==> src/rtl/dmem_pkg.sv <==
// Shared types and constants for the MEM-stage data memory.
// State encoding, default widths and the latency counter width.
package dmem_pkg;

  typedef enum logic [1:0] {
    IDLE = 2'd0,
    BUSY = 2'd1,
    DONE = 2'd2
  } dmem_state_t;

  localparam int ADDR_W_DEF = 5;
  localparam int DATA_W_DEF = 32;
  localparam int CNT_W      = 4;

endpackage

==> src/rtl/dmem_array.sv <==
// DEPTH x DATA_W register array: async clear, sync write, registered read.
// Ports: clk, rst_n, we/waddr/wdata write port, re/raddr/rdata read port.
module dmem_array
  import dmem_pkg::*;
#(
  parameter int ADDR_W = ADDR_W_DEF,
  parameter int DATA_W = DATA_W_DEF
) (
  input  logic              clk,
  input  logic              rst_n,
  input  logic              we,
  input  logic [ADDR_W-1:0] waddr,
  input  logic [DATA_W-1:0] wdata,
  input  logic              re,
  input  logic [ADDR_W-1:0] raddr,
  output logic [DATA_W-1:0] rdata
);

  localparam int DEPTH = 1 << ADDR_W;

  logic [DATA_W-1:0] mem [DEPTH];

  always_ff @(posedge clk or negedge rst_n) begin
    if (!rst_n) begin
      for (int i = 0; i < DEPTH; i++) begin
        mem[i] <= '0;
      end
      rdata <= '0;
    end else begin
      if (we) begin
        mem[waddr] <= wdata;
      end
      // rdata only moves on a load, so it holds across stores
      if (re) begin
        rdata <= mem[raddr];
      end
    end
  end

endmodule

==> src/rtl/dmem_stage.sv <==
// MEM-stage data memory: multi-cycle load/store FSM with pipeline stall.
// Ports: clk, rst_n, req_* request, stall, rdata/rdata_valid, busy;
// load_cnt/store_cnt when built with DMEM_STATS_EN.
module dmem_stage
  import dmem_pkg::*;
#(
  parameter int ADDR_W = ADDR_W_DEF,
  parameter int DATA_W = DATA_W_DEF,
  parameter int LAT    = 2
) (
  input  logic              clk,
  input  logic              rst_n,
  input  logic              req_valid,
  input  logic              req_we,
  input  logic [ADDR_W-1:0] req_addr,
  input  logic [DATA_W-1:0] req_wdata,
  output logic              stall,
  output logic [DATA_W-1:0] rdata,
  output logic              rdata_valid,
  output logic              busy
`ifdef DMEM_STATS_EN
  ,
  output logic [15:0]       load_cnt,
  output logic [15:0]       store_cnt
`endif
);

  if (LAT < 1 || LAT > 15) begin : g_bad_lat
    $error("dmem_stage: LAT must be in 1..15");
  end

  dmem_state_t       state;
  dmem_state_t       state_nx;
  logic [CNT_W-1:0]  cnt;
  logic              lat_we;
  logic [ADDR_W-1:0] lat_addr;
  logic [DATA_W-1:0] lat_wdata;

  logic is_idle;
  logic is_busy;
  logic is_done;
  logic fire;
  logic mem_we;
  logic mem_re;

  assign is_idle = (state == IDLE);
  assign is_busy = (state == BUSY);
  assign is_done = (state == DONE);
  assign fire    = is_busy & (cnt == '0);

  always_ff @(posedge clk or negedge rst_n) begin
    if (!rst_n) begin
      state     <= IDLE;
      cnt       <= '0;
      lat_we    <= 1'b0;
      lat_addr  <= '0;
      lat_wdata <= '0;
    end else begin
      state <= state_nx;
      if (is_idle && req_valid) begin
        lat_we    <= req_we;
        lat_addr  <= req_addr;
        lat_wdata <= req_wdata;
        cnt       <= CNT_W'(LAT - 1);
      end else if (is_busy && cnt != '0) begin
        cnt <= cnt - 1'b1;
      end
    end
  end

  always_comb begin
    state_nx = state;
    unique case (1'b1)
      is_idle: if (req_valid) state_nx = BUSY;
      is_busy: if (cnt == '0) state_nx = DONE;
      is_done: state_nx = IDLE;
      default: state_nx = IDLE;
    endcase
  end

  always_comb begin
    busy        = ~is_idle;
    stall       = req_valid & ~is_done;
    rdata_valid = is_done & ~lat_we;
    mem_we      = fire & lat_we;
    mem_re      = fire & ~lat_we;
  end

  dmem_array #(
    .ADDR_W (ADDR_W),
    .DATA_W (DATA_W)
  ) u_array (
    .clk   (clk),
    .rst_n (rst_n),
    .we    (mem_we),
    .waddr (lat_addr),
    .wdata (lat_wdata),
    .re    (mem_re),
    .raddr (lat_addr),
    .rdata (rdata)
  );

`ifdef DMEM_STATS_EN
  always_ff @(posedge clk or negedge rst_n) begin
    if (!rst_n) begin
      load_cnt  <= '0;
      store_cnt <= '0;
    end else begin
      if (mem_re && load_cnt != 16'hFFFF) begin
        load_cnt <= load_cnt + 16'd1;
      end
      if (mem_we && store_cnt != 16'hFFFF) begin
        store_cnt <= store_cnt + 16'd1;
      end
    end
  end
`endif

endmodule

==> config.mk <==
export PLATFORM = sky130hd
export DESIGN_NAME = dmem_stage
export DESIGN_NICKNAME = d
export VERILOG_FILES = /design/src/rtl/dmem_pkg.sv /design/src/rtl/dmem_array.sv /design/src/rtl/dmem_stage.sv
export SDC_FILE = /design/constraint.sdc
export NUM_CORES = 1
export LEC_CHECK = 0
export CORE_ASPECT_RATIO = 1.4
export CORE_MARGIN = 5
export CORE_UTILIZATION = 29
export CTS_CLUSTER_DIAMETER = 60
export DETAILED_ROUTE_END_ITERATION = 10
export PLACE_DENSITY = 0.45
export SYNTH_ARGS = -nofsm -noshare
export SYNTH_HDL_FRONTEND = slang
export SYNTH_HIERARCHICAL = 1
export SYNTH_SLANG_ARGS = --single-unit
==> constraint.sdc <==
create_clock -name clk -period 4.8 [get_ports clk]
set_input_delay 1.44 -clock clk [delete_from_list [all_inputs] [get_ports clk]]
set_output_delay 1.44 -clock clk [all_outputs]
set_load 0.005 [all_outputs]
==> key figures <==
Cells and area
  • Most frequent cells in the layout: dfrtp_1, mux2_2, mux2i_1, a22oi_1, a21oi_1
  • Area of the multi-input gates: 21,000 sq um
  • Fin nets: between 3k and 4k
  • Area Growth Syn to Fin: 14.2%
  • Reg area: ~28,000 sq um
  • Fraction of layout cells with a size suffix above 1: 0.375
  • Fill count: around 17k
  • Most common cell after layout, fill and taps aside: dfrtp_1

Pwr
  • VDD IR max: around 0.44 mV
  • Power per cell area: between 500 and 600 nW/um^2
  • Leakage: 27.4 nW

Worst setup path
  • CP Max Fanout: 4
  • FF-to-FF setup slack: 1.28 ns
  • Reg2reg path depth: 9
  • RR Endpoint: u_array/mem[630]
  • Critical Path AT: 2.61 ns
  • RR Startpoint: cnt[0]
  • CP Class: in -> out
  • Nature of the critical path startpoint: input port
  • Crit. Startpoint: req_valid
  • Crit end category: output pin
  • Worst Setup EP: stall
  • Worst path required time: 3.36 ns

Floorplan
  • I/O pin cnt: 76
  • Starting density of the core: 0.291
  • Core area: 172,000 sq um
  • Die W: 361 um
  • Die footprint: 181,000 sq um
  • Num rows: 180
  • Die Ht: 501 um

Drt
  • Wire length on met3: 4.57 mm
  • Drt pass-1 iters: 5
  • Detailed-route via count: 29.7k
  • Overall routed net length: about 150 mm
  • Vias per cell: 4.99
  • WL/cell: ~25 um
  • DRT iter0 DRCs: 1,831
  • DRT antenna net count: 0
  • Drt drc: 0
  • Wire length on met1: 67.9 mm
  • Top sig layer: met4
  • DR WL met2: 75.4 mm

CTS
  • Clk slew on worst S/H paths: 0.06 ns
  • CTS HTree Levels: 3
  • Num CTS Buffers: 115
  • TritonCTS clock tree: yes
  • # resized after CTS: 0
  • # Post-CTS Setup Buffers: 0
  • Number of clock sinks: 1,100
  • Hold-fix buffers at CTS: 0
  • Root buffer cell: clkbuf_16
  • Clock Latency Late Sink: 0.73 ns
  • CTS Buffer Depth: 3

Timing
  • Worst Tran Pin Value: 1.22 ns
  • Slew HR: 0.185
  • Slew Viols, Final: 0
  • Setup TNS: 0 ns
  • Hold WS: 0.485 ns
  • Final Hold Viols: 0
  • Final Skew: about 0.028 ns
  • F_max: 247 MHz
  • RSZ-0062 raised after global routing: false
  • Min cycle time layout: 4.05 ns
  • Count of final setup violators: 0
  • Fin crit share: 0.845

GRT
  • GRT Util Overall: 0.166
  • GR Overflow Total: 0
  • Vias in the first global route: about 32k
  • Largest net degree at the start of global routing: 110
  • Initial antenna violation count: 6
  • First-pass GRT wire length: ~230 mm

Placed design
  • Port bufs: 75
  • Dpl hpwl: about 81 mm
  • GPL Wtd Cong: 0.696

Logic synthesis
  • Syn Inst Count: 3,617
  • Warnings, synthesis: 6
  • Mapped Nets: 3,660
  • Synth Register Bits: 1,100
  • Avg Cell Area, Syn: 13.8 sq um
  • Post-synthesis sequential area ratio: 0.551
  • Synth unique cells: 35
  • Syn Std Cell Area: 50,000 sq um

Min path
  • Hold depth: 1
  • Hold Crit Class: reg -> reg

Run
  • MaxCap Viol Count: 0

Run status
  • Outcome: complete, no violations
[through the flow]
stage	cell area [sq um]	setup slack, ns	total power, W	cells	utilization
CTS	57100	0.729	0.0317	5936	0.333
global route	57100	0.691	0.0328	5937	0.333
global placement	53200	0.734	0.0223	5725	0.310
floorplan	50000	1.80	0.0185	3617	-
finish	57100	0.746	0.0311	5941	0.333
detailed placement	53200	0.745	0.0224	5725	0.310
[kinds of logic (layout without fill, tap and decap cells)]
family / after synthesis / count (layout) / synth area share
mux: 1571 / 1571 / 0.341
fa+ha+maj: 2 / 2 / 0.000501
compound gates: 387 / 387 / 0.0516
simple gates: 224 / 224 / 0.0212
buf+inv: 333 / 377 / 0.0349
other cells: 0 / 5 / 0
flops: 1100 / 1100 / 0.551
[where the power goes]
part	leakage, nW	total (W)	switching, W	internal, W
Clock	1.91	0.00911	0.00388	0.00523
Sequential	15.2	0.0129	0.00208	0.0108
Combinational	10.3	0.00917	0.00516	0.00401
[state kept, by name, indices dropped and copies added, names as in the netlist]
| signal | cells |
|---|---|
| cnt | 4 |
| lat_addr | 5 |
| lat_wdata | 32 |
| lat_we | 1 |
| state | 2 |
| u_array/mem | 1024 |
| u_array/rdata | 32 |
[cell usage after synthesis, drive strengths merged]
cell	number	area [sq um]
inv	2	7.51
a21oi	128	641
or2	4	25.0
and3	1	6.26
ha	2	25.0
nor2	21	109
a22oi	256	1920
dfrtp	1100	27500
nand4b	1	8.76
clkbuf	150	567
o21ai	2	10.0
nand2	136	510
and2	3	18.8
nand3b	4	30.0
o211ai	1	7.51
mux2	1056	11900
or3b	2	17.5
mux2i	515	5150
nor3b	5	42.5
nor3	2	10.0
nand2b	5	31.3
nand3	2	10.0
nor4	34	213
nor2b	3	18.8
and3b	1	8.76
buf	181	1170
[worst min path at each step]
stage / start / slack (ns) / to
floorplan: u_array/mem[609] / 0.46 / u_array/mem[609]
global placement: u_array/mem[638] / 0.47 / u_array/mem[638]
detailed placement: u_array/mem[612] / 0.47 / u_array/mem[612]
CTS: u_array/mem[612] / 0.49 / u_array/mem[612]
global route: u_array/mem[610] / 0.50 / u_array/mem[610]
finish: u_array/mem[610] / 0.49 / u_array/mem[610]
[critical path, cell delays in order]
cell             delay (ns)
clkdlybuf4s50_1        0.52
and2_1                 0.15
clkdlybuf4s50_1        0.51
[cell type report]
| class | count | area share |
|---|---|---|
| Sequential cell | 1100 | 0.482 |
| Multi-Input combinational cell | 2184 | 0.368 |
| Clock buffer | 172 | 0.0605 |
| Tap cell | 2275 | 0.0499 |
| Timing Repair Buffer | 164 | 0.0328 |
| Clock inverter | 39 | 0.00653 |
| Antenna cell | 5 | 0.000219 |
| Inverter | 2 | 0.000132 |
[routing by layer]
metal / up-vias / GRT usage
met3: 173 / 0.0202
met5: - / 0
met1: 16000 / 0.219
li1: 13100 / -
met4: 0 / 0.0438
met2: 458 / 0.290
(Power assumes the default switching activity.)
